--- src/rtl/frame_config_sequencer_if.sv ---
// Word-stream handshake into the column frame-configuration sequencer.
// The master drives data/valid; the slave (sequencer) returns ready.
interface frame_config_sequencer_if;
  logic [31:0] s_data;
  logic        s_valid;
  logic        s_ready;

  modport master (output s_data, output s_valid, input s_ready);
  modport slave  (input s_data, input s_valid, output s_ready);
endinterface

--- src/rtl/frame_config_sequencer.sv ---
// Column frame-configuration write controller: takes a header word plus
// NumRows data words, assembles them on FrameData, then fires a timed
// one-hot FrameStrobe for the addressed frame. All outputs are registered
// and derived from the next state, so they line up with the state register.
module frame_config_sequencer #(
  parameter int          NumRows         = 4,
  parameter int          FrameBitsPerRow = 32,
  parameter int          MaxFramesPerCol = 20,
  parameter int          StrobeWidth     = 2,
  parameter logic [7:0]  SyncByte        = 8'hA5
) (
  input  logic                                 UserCLK,
  input  logic                                 resetn,
  frame_config_sequencer_if.slave              s_if,
  output logic [NumRows*FrameBitsPerRow-1:0]   FrameData,
  output logic [MaxFramesPerCol-1:0]           FrameStrobe,
  output logic                                 busy,
  output logic                                 done,
  output logic                                 err,
  input  logic                                 err_clr
);

  localparam int         RcW    = (NumRows > 1) ? $clog2(NumRows) : 1;
  localparam logic [RcW-1:0] RcLast = RcW'(NumRows - 1);
  localparam logic [3:0] ScLast = 4'(StrobeWidth - 1);
  localparam logic [5:0] MaxIdx = 6'(MaxFramesPerCol);

  typedef enum logic [2:0] {
    ST_IDLE, ST_LOAD, ST_DISCARD, ST_SETUP, ST_STROBE, ST_HOLD
  } state_t;

  state_t                                  state_q, state_d;
  logic [RcW-1:0]                          rc_q, rc_d;
  logic [3:0]                              sc_q, sc_d;
  logic [4:0]                              idx_q, idx_d;
  logic [NumRows-1:0][FrameBitsPerRow-1:0] frame_q, frame_d;
  logic                                    err_q, err_d;
  logic                                    ready_q, ready_d;
  logic [MaxFramesPerCol-1:0]              strobe_q, strobe_d;
  logic                                    busy_q, busy_d;
  logic                                    done_q, done_d;
  logic                                    acc;
  logic                                    is_hdr;

  assign acc    = s_if.s_valid && ready_q;
  assign is_hdr = (s_if.s_data[31:24] == SyncByte);

  // Next-state, datapath and registered-output precompute.
  always_comb begin
    state_d = state_q;
    rc_d    = rc_q;
    sc_d    = sc_q;
    idx_d   = idx_q;
    frame_d = frame_q;
    err_d   = err_q;
    if (err_clr) err_d = 1'b0;

    unique case (state_q)
      ST_IDLE: begin
        // Non-sync words are swallowed here so junk never starts a frame.
        if (acc && is_hdr) begin
          idx_d = s_if.s_data[4:0];
          rc_d  = '0;
          if ({1'b0, s_if.s_data[4:0]} < MaxIdx) begin
            state_d = ST_LOAD;
          end else begin
            state_d = ST_DISCARD;
            err_d   = 1'b1;  // set beats a same-cycle clear
          end
        end
      end
      ST_LOAD: begin
        if (acc) begin
          frame_d[rc_q] = s_if.s_data;
          rc_d          = rc_q + 1'b1;
          if (rc_q == RcLast) begin
            rc_d    = '0;
            state_d = ST_SETUP;
          end
        end
      end
      ST_DISCARD: begin
        // Drain the payload of a bad frame so the stream stays aligned.
        if (acc) begin
          rc_d = rc_q + 1'b1;
          if (rc_q == RcLast) begin
            rc_d    = '0;
            state_d = ST_IDLE;
          end
        end
      end
      ST_SETUP: begin
        sc_d    = '0;
        state_d = ST_STROBE;
      end
      ST_STROBE: begin
        if (sc_q == ScLast) begin
          sc_d    = '0;
          state_d = ST_HOLD;
        end else begin
          sc_d = sc_q + 1'b1;
        end
      end
      ST_HOLD: state_d = ST_IDLE;
      default: state_d = ST_IDLE;
    endcase

    ready_d  = (state_d == ST_IDLE) || (state_d == ST_LOAD) || (state_d == ST_DISCARD);
    strobe_d = (state_d == ST_STROBE) ? (MaxFramesPerCol'(1) << idx_q) : '0;
    busy_d   = (state_d != ST_IDLE);
    done_d   = (state_d == ST_HOLD);
  end

  // State and output registers; reset aborts any frame without a strobe.
  always_ff @(posedge UserCLK) begin
    if (!resetn) begin
      state_q  <= ST_IDLE;
      rc_q     <= '0;
      sc_q     <= '0;
      idx_q    <= '0;
      frame_q  <= '0;
      err_q    <= 1'b0;
      ready_q  <= 1'b0;
      strobe_q <= '0;
      busy_q   <= 1'b0;
      done_q   <= 1'b0;
    end else begin
      state_q  <= state_d;
      rc_q     <= rc_d;
      sc_q     <= sc_d;
      idx_q    <= idx_d;
      frame_q  <= frame_d;
      err_q    <= err_d;
      ready_q  <= ready_d;
      strobe_q <= strobe_d;
      busy_q   <= busy_d;
      done_q   <= done_d;
    end
  end

  assign s_if.s_ready = ready_q;
  assign FrameData    = frame_q;
  assign FrameStrobe  = strobe_q;
  assign busy         = busy_q;
  assign done         = done_q;
  assign err          = err_q;

endmodule

--- src/flat_wrapper.sv ---
// flat-port wrapper written by rule: the top's interface ports become plain ports
module frame_config_sequencer_flat 
#(
  parameter int          NumRows         = 4,
  parameter int          FrameBitsPerRow = 32,
  parameter int          MaxFramesPerCol = 20,
  parameter int          StrobeWidth     = 2,
  parameter logic [7:0]  SyncByte        = 8'hA5
)
  (UserCLK, resetn, FrameData, FrameStrobe, busy, done, err, err_clr, s_if_s_data, s_if_s_valid, s_if_s_ready);
  frame_config_sequencer_if s_if_i ();
  input  logic UserCLK;
  input  logic resetn;
  output logic [NumRows*FrameBitsPerRow-1:0] FrameData;
  output logic [MaxFramesPerCol-1:0] FrameStrobe;
  output logic busy;
  output logic done;
  output logic err;
  input  logic err_clr;
  input wire logic [$bits(s_if_i.s_data)-1:0] s_if_s_data;
  input wire logic [$bits(s_if_i.s_valid)-1:0] s_if_s_valid;
  output wire logic [$bits(s_if_i.s_ready)-1:0] s_if_s_ready;
  assign s_if_i.s_data = s_if_s_data;
  assign s_if_i.s_valid = s_if_s_valid;
  assign s_if_s_ready = s_if_i.s_ready;
  frame_config_sequencer #(.NumRows(NumRows), .FrameBitsPerRow(FrameBitsPerRow), .MaxFramesPerCol(MaxFramesPerCol), .StrobeWidth(StrobeWidth), .SyncByte(SyncByte)) u_core (.UserCLK(UserCLK), .resetn(resetn), .s_if(s_if_i), .FrameData(FrameData), .FrameStrobe(FrameStrobe), .busy(busy), .done(done), .err(err), .err_clr(err_clr));
endmodule
--- config.mk ---
export PLATFORM = sky130hd
export DESIGN_NAME = frame_config_sequencer_flat
export DESIGN_NICKNAME = d
export VERILOG_FILES = /design/src/rtl/frame_config_sequencer_if.sv /design/src/rtl/frame_config_sequencer.sv /design/src/flat_wrapper.sv
export SDC_FILE = /design/constraint.sdc
export NUM_CORES = 1
export LEC_CHECK = 0
export CAP_MARGIN = 5
export CORE_MARGIN = 2
export CORE_UTILIZATION = 47
export DETAILED_ROUTE_END_ITERATION = 7
export PLACE_DENSITY = 0.76
export SYNTH_ARGS = -nofsm -noshare
export SYNTH_HDL_FRONTEND = slang
export SYNTH_SLANG_ARGS = --single-unit
--- constraint.sdc ---
create_clock -name UserCLK -period 2.1 [get_ports UserCLK]
set_input_delay 0.63 -clock UserCLK [delete_from_list [all_inputs] [get_ports UserCLK]]
set_output_delay 0.63 -clock UserCLK [all_outputs]
set_load 0.03 [all_outputs]
======== After elaboration in Yosys (flattened, before gate mapping) ========
Index checks and enable logic that the tools add are counted.
word-level totals
  register bits after elaboration ......... 166
  bits of input ports ..................... 36
  output and inout bits ................... 152
  word-level logic and storage cells ...... 68
cells by class
  add/subtract/negate cells ............... 2
  $lt $le $gt $ge ......................... 3
  equality and inequality tests ........... 13
  shifts and indexed selects .............. 1
  muxes and demuxes ....................... 21
  reduce and logical (&&, ||, !) cells .... 15
operator list
  kind                                                                           count
  128-bit bitwise mux                                                            1
  32-bit demux with 2-bit select                                                 1
  32-bit 2-to-1 mux                                                              1
  1-bit by 5-bit << shifter with 20-bit output (first input constant)            1
  3-bit 2-to-1 mux                                                               6
  3-bit one-hot mux with 5 select lines                                          1
  3-bit by 2-bit == test with 1-bit output (second input constant)               3
  3-bit == test (second input constant)                                          3
  8-bit == test (second input constant)                                          1
  2-bit 2-to-1 mux                                                               4
  4-bit one-hot mux with 2 select lines                                          1
  3-bit by 1-bit == test with 1-bit output (second input constant)               2
  3-bit zero test                                                                2
  2-bit AND reduction                                                            3
  5-bit less-than comparator (second input constant)                             1
  4-bit by 1-bit adder with 4-bit output (second input constant)                 1
  4-bit by 1-bit == test with 1-bit output (second input constant)               1
  1-bit 2-to-1 mux                                                               4
  4-bit 2-to-1 mux                                                               1
  2-bit by 1-bit != test with 1-bit output (second input constant)               2
  2-bit one-hot mux with 2 select lines                                          1
  2-bit nonzero test                                                             2
  1-bit logical AND                                                              3
  2-bit by 3-bit less-than comparator with 1-bit output (second input constant)  1
  other kinds (7)                                                                8

======== Depth between registers and ports, before layout ========
Gate-level depths: netlist of run 1.
  word-level depth ........................ 7
  gate-level depth with buffers ........... 6
  mapped depth without buffers ............ 5

======== Worst setup path after synthesis of run 1 ========
No wires, ideal clock.
  path type ............................... in2reg
  start ................................... in s_if_s_valid
  end ..................................... reg u_core.rc_q[0]
  setup time .............................. 0.117 ns
  data arrival time ....................... 1.619 ns
  required time ........................... 1.983 ns
  setup slack ............................. 0.363 ns
  stages .................................. 5
  buffers on the path ..................... 2
  cell sequence ........................... and3b_1 clkbuf_1 nand4_1 clkbuf_1 a32o_1
between the ends
  longest elaborated chain between the ends .. 4
  elaborated cells between the ends (all ways) .. 5
  those cells by class .................... eq/ne (2); reduce/logical (3)
ends and longest elaborated chain
  what                                                line                           text
  start: declaration                                  flat_wrapper.sv:21             input wire logic [$bits(s_if_i.s_valid)-1:0] s_if_s_valid;
  1-bit logical AND *                                 frame_config_sequencer.sv:45   assign acc = s_if.s_valid && ready_q;
  1-bit logical AND                                   frame_config_sequencer.sv:61   if (acc && is_hdr) begin
  2-bit by 1-bit != test with 1-bit output (no line)  --
  3-bit AND reduction (no line) *                     --
  end signal: assignment                              frame_config_sequencer.sv:129  rc_q <= rc_d;
  end: declaration                                    frame_config_sequencer.sv:33   logic [RcW-1:0] rc_q, rc_d;
Mark *: on every way between the ends. The rest lies on a longest branch, timed or not.
A chain may end at the register's enable or synchronous reset.

======== Worst setup path after layout of run 1 ========
  start ................................... reg u_core.frame_q, in the netlist u_core.FrameData[21]
  end ..................................... out FrameData[21]
RTL lines
  what                      line                           text
  start: declaration        frame_config_sequencer.sv:36   logic [NumRows-1:0][FrameBitsPerRow-1:0] frame_q, frame_d;
  start signal: assignment  frame_config_sequencer.sv:132  frame_q <= frame_d;
  end: declaration          flat_wrapper.sv:14             output logic [NumRows*FrameBitsPerRow-1:0] FrameData;
No word-level cell between the ends.

==> impl_results.md, run 1 <==
* Setup ws final at -4.20 ps
* Clk sinks at about 170
* Initial antenna violation count at 0
* Average wire per standard cell at approximately 16 µm
* Clock skew at roughly 7.4 ps
* Final Cycle Share at 1.00
* Post-synthesis sequential area ratio at 0.528
* CTS root buf: clkbuf_16
* Ant diodes at 0
* Post-CTS Setup Repair Bufs at 0
* R2R depth at 4
* Vias in the first global route at 5065
* Worst-margin pin slew at between 500 and 600 ps
* Final setup viols at 1
* Area grow syn2layout at 45.4%
* Type of the worst setup path: flop to output port
* GRT Total Usage at 0.227
* H-tree depth at 4
* Initial DRC Count at 280
* Synth top area share at 0.528
* CP Cell Sequence: clkdlybuf4s50_1
* Synthesized area at between 0.006 and 0.007 mm²
* Status: finished, violations left
* Worst-path clk slew at around 60 ps
* Slew Limit Fails at 0
* CP required at 1470 ps
* TritonCTS Buffers at 17
* Residual DRC count at 0
* Syn_nets at ~670
* Setup crit start: u_core.FrameData[21]$_SDFFE_PN0P_
* Register area at around 0.0033 mm²
* Die H at approximately 120 µm
* Fillcell total at ~1000
* Synth Warn # at 0
* Via count at around 5100
* Internal power at 5150 µW
* Sw Pwr at about 1300 µW
* R2R Path Start: u_core.state_q[0]$_SDFF_PN0_
* Min-Delay Path Class: flop to flop
* Die area at between 0.01 and 0.015 mm²
* Power after layout at roughly 6500 µW
* Core ar. at 0.0131 mm²
* Distinct cells, synth at 46
* Top Ports at between 150 and 200
* Critical Path Max Stage Delay at roughly 690 ps
* Number of core rows at 42
* Post-synth EDFFs at 0
* Max_cap viols at 0
* Post-Synthesis Cells at around 630
* Largest net degree at the start of global routing at slightly above 90
* Pre-antenna DRT Iters at 4
* VDD IR-drop max at 0.000471 V
* RD Place Congestion at around 0.84
* Worst path depth at 1
* RR Endpoint: u_core.FrameStrobe[18]$_SDFF_PN0_
* Rel. slew slack at 0.655
* Setup TNS at -4.20 ps
* Top-count cell post-synth: nand2_1
* I/O Buffers at about 190
* First-pass GRT wire length at approximately 26 mm
* Congestion Overflow GR at 0
* CP endpoint kind: output port
* Sw Ratio at 0.204
* Crit start category: flop
* Reg-to-reg slack, setup at ~200 ps
* Top cell types by occurrence after synthesis: nand2_1 (173), dfxtp_1 (166), mux2i_1 (134)
* CP max stage cell: clkdlybuf4s50_1
* CP bufs+invs at 1
* FF+latch count, synth at around 170
* Skew-Pair Late Insertion Delay at roughly 420 ps
* Seq pwr share at 0.487
* Initial Utilization at 0.479
* Family with the most delay on the worst path: buffers and inverters
* Setup WS pre-CTS at -56.5 ps
* WHS at 456 ps
* Layout cells sized above 1 at 0.0726
* Clock power frac at 0.480
* Comb pwr share at 0.033
* Routed Antenna Nets at 0
* Max clock buf depth at 2
* WHS Path Cells at 2
* Pleak at about 0.0054 µW
* Hpwl dp at between 10 and 15 mm
* Peak Freq at 0.475 GHz
* Vias per inst at 5.14
* Area contributors post-synth: dfxtp_1 (53%), mux2i_1 (21%), nand2_1 (10%)
* Failing checks: negative setup slack
* Min Tclk post-route at 2100 ps
* Nets at between 800 and 900
* Routed WL at roughly 16 mm
* Async S/R FF share, synth at 0
* WP data arrival at approximately 1500 ps
* Syn_area_per_cell at approximately 10 µm²
* Fin. Hold Viols at 0
* Area of the multi-input gates at approximately 0.0028 mm²
* Crit-path max FO at 2
* Die width at 120 µm
* PwrDens at around 700 mW/mm²
* Yosys top cell by area: dfxtp_1
* CTS tree: built
* Most used DFF post-synth: dfxtp_1
* Worst setup path endpoint: FrameData[21]
cell usage in the layout, fill, tap and decap left out, drive strengths merged, types with 2 or more instances in the layout:
| cell | count |
|---|---|
| nand3 | 20 |
| nand2 | 173 |
| clkbuf | 25 |
| or3 | 2 |
| a2111oi | 8 |
| nor3b | 3 |
| nor4bb | 3 |
| a21oi | 3 |
| a32o | 2 |
| o21ai | 2 |
| dlymetal6s2s | 63 |
| clkdlybuf4s50 | 94 |
| inv | 7 |
| nor2b | 6 |
| or3b | 2 |
| o22ai | 3 |
| dlygate4sd2 | 29 |
| nand4 | 5 |
| buf | 22 |
| nand3b | 4 |
| a211oi | 2 |
| nor2 | 5 |
| nor3 | 12 |
| nor4 | 2 |
| and4 | 2 |
| ha | 6 |
| dfxtp | 166 |
| mux2i | 134 |
| clkinv | 4 |
| bufinv | 2 |
worst register-to-register path, delay by kind of cell (launching register included):
| family | cells | cell delay (ps) |
|---|---|---|
| DFF | 1 | 420 |
| AOI/OAI and AO/OA | 1 | 370 |
| buffers and inverters | 1 | 240 |
| and+or+nand+nor | 2 | 790 |
final cells by class:
type / count / area share
flip-flops and latches: 166 / 0.363
clock inverters: 7 / 0.00998
repair buffers: 208 / 0.244
multi-input cells: 413 / 0.301
clock buffers: 25 / 0.0552
inverters: 7 / 0.00287
well taps: 176 / 0.0241
power groups by stage:
stage,registers [µW],logic [µW],clock network (µW)
floorplan,3220,94.1,0
global placement,3220,210,0
detailed placement,3220,213,0
CTS,3150,214,3160
global route,3150,229,3310
finish,3150,214,3110
kinds of logic (layout without fill, tap and decap cells):
group	Yosys count	in the layout	synth area share
buffers and inverters	53	247	0.0380
adder cells (fa/ha/maj)	6	6	0.0119
flip-flops	166	166	0.528
XOR/XNOR	1	1	0.00139
multiplexers	134	134	0.213
AND/OR/NAND/NOR	248	248	0.177
AO/OA/AOI/OAI	24	24	0.0304
state kept, by name (all words and copies together), names as in the netlist:
signal               count
u_core.idx_q             5
u_core.rc_q              2
u_core.state_q           3
u_core.FrameData       128
u_core.done              1
u_core.FrameStrobe      20
u_core.s_if.s_ready      1
u_core.sc_q              4
u_core.err               1
u_core.busy              1
worst min-delay path by stage:
stage / startpoint / endpoint / slack, ps
after CTS: u_core.FrameData[50]$_SDFFE_PN0P_ / u_core.FrameData[50]$_SDFFE_PN0P_ / 460
after floorplan: u_core.sc_q[0]$_SDFFE_PN0P_ / u_core.sc_q[0]$_SDFFE_PN0P_ / 490
after detailed placement: u_core.FrameData[50]$_SDFFE_PN0P_ / u_core.FrameData[50]$_SDFFE_PN0P_ / 450
after global placement: u_core.FrameData[7]$_SDFFE_PN0P_ / u_core.FrameData[7]$_SDFFE_PN0P_ / 440
final: u_core.FrameData[0]$_SDFFE_PN0P_ / u_core.FrameData[0]$_SDFFE_PN0P_ / 460
after global routing: u_core.FrameData[92]$_SDFFE_PN0P_ / u_core.FrameData[92]$_SDFFE_PN0P_ / 470
routing by layer:
layer	vias up	share of wire	GRT usage
met3	19	0.071	0.0760
met4	0	0.012	0.0699
li1	2522	-	-
met5	-	0	0
met1	2454	0.41	0.265
met2	152	0.51	0.394
per-stage QoR:
| step | instance area [µm²] | utilization | instances |
|---|---|---|---|
| after global routing | 9160 | 0.697 | 1002 |
| after detailed placement | 8440 | 0.642 | 970 |
| after CTS | 9000 | 0.685 | 1002 |
| after global placement | 8440 | 0.642 | 970 |
| final | 9160 | 0.697 | 1002 |
| after floorplan | 6300 | - | 632 |
timing repair:
item,CTS,global route
setup endpoints to repair,29,63
pin swaps,0,0
resized for setup,29,63
hold buffers,0,0
Note: power is estimated with default switching activity, not from simulation.
==> run 2: changes to the inputs <==
CTS_CLUSTER_SIZE = 25   (was unset)
MAX_ROUTING_LAYER = met4   (was unset)
==> impl_results.md, run 2 (synthesis gave the netlist of run 1 again) <==
* Status: finished, final reports clean
* Die width at 120 µm (unchanged)
* Min-Delay Path Class: flop to flop
* Worst-path clk slew at 60 ps (about the same)
* Most common library cell in the layout ignoring fill and taps: nand2_1
* VDD IR-drop max at 0.000471 V (about the same)
* Fin. Hold Viols at 0 (unchanged)
* CTS tree: built
* Post_cts resized at 29 (unchanged)
* Rel. slew slack at 0.656 (+0.00138)
* Core ar. at 0.0131 mm² (unchanged)
* First-pass GRT wire length at 25.6 mm (-0.13%)
* WHS Path Cells at 2 (unchanged)
* Power after layout at 6470 µW (about the same)
* Internal power at 5150 µW (about the same)
* Min Tclk post-route at 2090 ps (-15.5 ps)
* Setup TNS at 0 ps (+4.20 ps)
* Layout cells sized above 1 at 0.0726 (unchanged)
* RR Endpoint: u_core.FrameStrobe[18]$_SDFF_PN0_
* Residual DRC count at 0 (unchanged)
* WP data arrival at 1460 ps (about the same)
* Max clock buf depth at 2 (unchanged)
* Hpwl dp at 11.4 mm (unchanged)
* Final setup viols at 0 (-1)
* CP bufs+invs at 1 (unchanged)
* # hold bufs at CTS at 0 (unchanged)
* Vias in the first global route at 5076 (+0.22%)
* Crit start category: flop
* Number of core rows at 42 (unchanged)
* Reg-to-reg slack, setup at 200 ps (about the same)
* Setup ws final at 11.3 ps (+15.5 ps)
* Die H at 120 µm (unchanged)
* CP max stage cell: clkdlybuf4s50_1
* Crit-path max FO at 2 (unchanged)
* Pleak at 0.00545 µW (unchanged)
* Average wire per standard cell at 16.3 µm (-0.37%)
* Routed WL at 16.3 mm (-0.37%)
* Worst hold start: u_core.FrameData[0]$_SDFFE_PN0P_
* Type of the worst setup path: flop to output port
* Die area at 0.0143 mm² (unchanged)
* PwrDens at 706 mW/mm² (about the same)
* Final core utilization at 0.697 (unchanged)
* Clock skew at 5.29 ps (-2.09 ps)
* Slew Limit Fails at 0 (unchanged)
* Setup WS pre-CTS at -56.5 ps (unchanged)
* WHS at 456 ps (+0.488 ps)
* Area grow syn2layout at 45.4% (unchanged)
* Max_cap viols at 0 (unchanged)
* CP endpoint kind: output port
* Seq pwr share at 0.487 (about the same)
* Sw Pwr at 1320 µW (-0.39%)
* Vias per inst at 5.13 (-0.16%)
* R2R Path Start: u_core.state_q[0]$_SDFF_PN0_
* Initial antenna violation count at 0 (unchanged)
* Peak Freq at 0.479 GHz (+0.74%)
* Via count at 5139 (-0.16%)
* Comb pwr share at 0.033 (about the same)
* Clk sinks at 166 (unchanged)
* Worst-margin pin slew at 515 ps (-2.07 ps)
* Routed Antenna Nets at 0 (unchanged)
* H-tree depth at 4 (unchanged)
* CTS root buf: clkbuf_16
* Initial Utilization at 0.479 (unchanged)
* GRT Total Usage at 0.233 (+0.00644)
* Ant diodes at 0 (unchanged)
* Top Ports at 188 (unchanged)
* Most frequent cells in the layout: nand2_1 (173), dfxtp_1 (166), mux2i_1 (134)
* RD Place Congestion at 0.858 (+1.6%)
* Family with the most delay on the worst path: buffers and inverters
* CP required at 1470 ps (about the same)
* Largest net degree at the start of global routing at 92 (unchanged)
* TritonCTS Buffers at 17 (unchanged)
* Congestion Overflow GR at 0 (unchanged)
* Max reg flops at 128 (unchanged)
* Clock power frac at 0.480 (about the same)
* R2R depth at 4 (unchanged)
* Critical Path Max Stage Delay at 680 ps (about the same)
* CP Cell Sequence: clkdlybuf4s50_1
* Sw Ratio at 0.204 (-0.000640)
* Pre-antenna DRT Iters at 4 (unchanged)
* Initial DRC Count at 277 (-1.1%)
* Hold Path End: u_core.FrameData[0]$_SDFFE_PN0P_
* Post-CTS Setup Repair Bufs at 0 (unchanged)
* I/O Buffers at 187 (unchanged)
* Skew-Pair Late Insertion Delay at 420 ps (about the same)
* Final Cycle Share at 0.995 (-0.00740)
* Nets at 855 (unchanged)
## run 2: cell counts in the layout (fill, tap and decap cells not counted)
Identical to the previous run, type by type.
## run 2: worst max-delay path by stage
stage,cells after the start,start,slack [ps],endpoint
floorplan,5,s_if_s_valid,360,u_core.rc_q[0]$_SDFFE_PN0P_
global placement,5,s_if_s_data[29],-40,u_core.idx_q[0]$_SDFFE_PN0P_
detailed placement,5,s_if_s_valid,-60,u_core.FrameData[76]$_SDFFE_PN0P_
CTS,1,u_core.FrameData[32]$_SDFFE_PN0P_,0.3,FrameData[32]
global route,1,u_core.FrameData[21]$_SDFFE_PN0P_,-2,FrameData[21]
finish,1,u_core.FrameData[21]$_SDFFE_PN0P_,10,FrameData[21]
## run 2: power groups by stage
stage	combinational [µW]	sequential (µW)	clock, µW
after global placement	210	3220	0
after floorplan	94.1	3220	0
after CTS	214	3150	3160
after global routing	229	3150	3310
final	213	3150	3100
after detailed placement	213	3220	0
## run 2: through the flow
stage          cells  area, µm²
6_report        1002       9160
5_1_grt         1002       9160
4_1_cts         1002       9000
3_5_place_dp     970       8440
3_3_place_gp     970       8440
2_1_floorplan    632       6300
## run 2: layout make-up
type                       instances  area, µm²
multi-input combinational        413       2750
timing repair buffer             208       2240
clock buffer                      25        505
tap                              176        220
fill                            1035       3980
inverter                           7       26.3
sequential                       166       3320
clock inverter                     7       91.3
## run 2: routing by layer
layer | GRT usage | part of all wire | vias to the layer above
li1 | - | - | 2521
met3 | 0.0670 | 0.064 | 19
met2 | 0.394 | 0.51 | 153
met4 | 0.0699 | 0.013 | 0
met1 | 0.270 | 0.42 | 2446
met5 | - | 0 | -
==> run 3: changes to the inputs <==
CORE_MARGIN = 4   (was 2)
==> impl_results.md, run 3 (synthesis gave the netlist of run 1 again) <==
* Die H at 124 µm (+3.3%)
* Seq pwr share at 0.484 (-0.003)
* Max clock buf depth at 2 (unchanged)
* Residual DRC count at 0 (unchanged)
* Top Ports at 188 (unchanged)
* WHS Path Cells at 2 (unchanged)
* Critical Path Max Stage Delay at 690 ps (about the same)
* Family with the most delay on the worst path: buffers and inverters
* Pre-antenna DRT Iters at 4 (unchanged)
* CP bufs+invs at 1 (unchanged)
* Routed Antenna Nets at 0 (unchanged)
* Number of core rows at 42 (unchanged)
* CP Cell Sequence: clkdlybuf4s50_1
* Clock skew at 5.05 ps (-0.236 ps)
* Worst-margin pin slew at 584 ps (+69.1 ps)
* Max reg flops at 128 (unchanged)
* Comb pwr share at 0.033 (about the same)
* Via count at 5175 (+0.70%)
* VDD IR-drop max at 0.000445 V (-5.6%)
* Initial Utilization at 0.477 (-0.00191)
* PwrDens at 709 mW/mm² (+0.39%)
* Metal-1 WL at 7.18 mm (+6.1%)
* Type of the worst setup path: flop to output port
* Fin. Hold Viols at 0 (unchanged)
* Hpwl dp at 11.5 mm (+1.2%)
* Congestion Overflow GR at 0 (unchanged)
* GRT Total Usage at 0.223 (-0.00994)
* Average wire per standard cell at 16.9 µm (+3.7%)
* Highest metal layer with signal wires: met4
* Layout cells sized above 1 at 0.0750 (+0.00233)
* Unrepaired setup endpoints after global routing: no
* CP endpoint kind: output port
* CTS tree: built
* Placed cells at 971 (+0.10%)
* Reg-to-reg slack, setup at 200 ps (about the same)
* Die area at 0.0153 mm² (+6.8%)
* Clk sinks at 166 (unchanged)
* Fillcell total at 983 (-5.0%)
* Most common library cell in the layout ignoring fill and taps: nand2_1
* Post-CTS Setup Repair Bufs at 0 (unchanged)
* Rel. slew slack at 0.610 (-0.0462)
* Final core utilization at 0.696 (-0.00116)
* Slew Limit Fails at 0 (unchanged)
* WHS at 456 ps (-0.417 ps)
* Die width at 124 µm (+3.3%)
* WP data arrival at 1430 ps (-30 ps)
* CP required at 1470 ps (about the same)
* Nets at 856 (+0.12%)
* Min-Delay Path Class: flop to flop
* TritonCTS Buffers at 17 (unchanged)
* H-tree depth at 4 (unchanged)
* First-pass GRT wire length at 25.7 mm (+0.38%)
* Status: finished, final reports clean
* Initial antenna violation count at 0 (unchanged)
* Peak Freq at 0.485 GHz (+1.4%)
* CP max stage cell: clkdlybuf4s50_1
* CTS root buf: clkbuf_16
* Core ar. at 0.0132 mm² (+0.40%)
* Internal power at 5140 µW (-0.20%)
* Final setup viols at 0 (unchanged)
* Min Tclk post-route at 2060 ps (-28.9 ps)
* Max_cap viols at 0 (unchanged)
* Vias per inst at 5.16 (+0.60%)
* Final Cycle Share at 0.981 (-0.0137)
* Vias in the first global route at 5098 (+0.43%)
* I/O Buffers at 187 (unchanged)
* Ant diodes at 0 (unchanged)
* Pleak at 0.00574 µW (+5.4%)
* Largest net degree at the start of global routing at 139 (+51%)
* Area grow syn2layout at 45.8%
* Most frequent cells in the layout: nand2_1 (173), dfxtp_1 (166), mux2i_1 (134)
* Skew-Pair Late Insertion Delay at 420 ps (about the same)
* Area of the multi-input gates at 0.00275 mm² (unchanged)
* R2R depth at 3 (-1)
* Sw Pwr at 1370 µW (+3.8%)
* Worst-path clk slew at 60 ps (about the same)
* Met3 Wirelength at 1.34 mm (+29%)
* Register area at 0.00332 mm² (unchanged)
* Sw Ratio at 0.210 (+0.00651)
* Routed WL at 16.9 mm (+3.8%)
* Power after layout at 6510 µW (+0.62%)
* Crit-path max FO at 2 (unchanged)
* Crit start category: flop
* Fin cells at 1003 (+0.10%)
* Met2 WL at 8.08 mm (-2.4%)
* Initial DRC Count at 348 (+26%)
* Worst path depth at 1 (unchanged)
* RD Place Congestion at 0.843 (-1.7%)
* Clock power frac at 0.482 (+0.002)
==> run 3: changes by cell type in the layout (fill, tap and decap cells not counted) <==
| cell | change |
|---|---|
| clkinv_4 | +1 |
| buf_12 | -1 |
| dlygate4sd2_1 | +9 |
| dlymetal6s2s_1 | +14 |
| clkinvlp_4 | +3 |
| clkbuf_8 | -4 |
| bufinv_16 | +1 |
| clkdlybuf4s50_1 | -23 |
| buf_4 | +2 |
| clkbuf_1 | -1 |
==> run 3: timing repair <==
item                                    4_1_cts  5_1_grt
cloned                                        0        0
endpoints found under the setup margin       38       77
pin swaps                                     0        0
hold buffers                                  0        0
gates resized for setup                      38       77
==> run 3: final timing paths <==
path	startpoint	end
setup / recovery	u_core.FrameData[127]$_SDFFE_PN0P_	FrameData[127]
hold reg to reg	u_core.FrameData[7]$_SDFFE_PN0P_	u_core.FrameData[7]$_SDFFE_PN0P_
hold / removal	u_core.FrameData[7]$_SDFFE_PN0P_	u_core.FrameData[7]$_SDFFE_PN0P_
setup reg to reg	u_core.state_q[1]$_SDFF_PN0_	u_core.FrameStrobe[6]$_SDFF_PP0_
==> run 3: per-stage QoR <==
step	worst slack (ps)	TNS (ps)	cell area (µm²)
5_1_grt	0.588	0	9180
4_1_cts	0.129	0	8980
3_3_place_gp	-144	-11150	8430
2_1_floorplan	363	0	6300
6_report	40.2	0	9180
3_5_place_dp	-288	-19140	8430
==> run 3: final cells by class <==
cell class,instances,area share
well taps,176,0.0240
multi-input cells,413,0.300
clock inverters,12,0.0166
flip-flops and latches,166,0.362
repair buffers,209,0.246
inverters,7,0.00286
clock buffers,20,0.0487
==> run 3: layer usage <==
layer	global-route usage	vias to the layer above
met5	-	-
met4	0.0761	0
met3	0.0840	26
met2	0.347	175
met1	0.267	2450
li1	-	2524
==> run 3: power by group through the flow <==
stage                     combinational, µW  clock (µW)  sequential, µW
after CTS                               215        3190            3150
after detailed placement                214           0            3220
after global placement                  211           0            3220
after floorplan                        94.1           0            3220
after global routing                    231        3340            3150
final                                   216        3140            3150
==> run 3: tightest hold or removal path, cell delays in order, from the launching register on <==
cell and delay [ps]:
dfxtp_1 310, nand2_1 50, mux2i_1 50
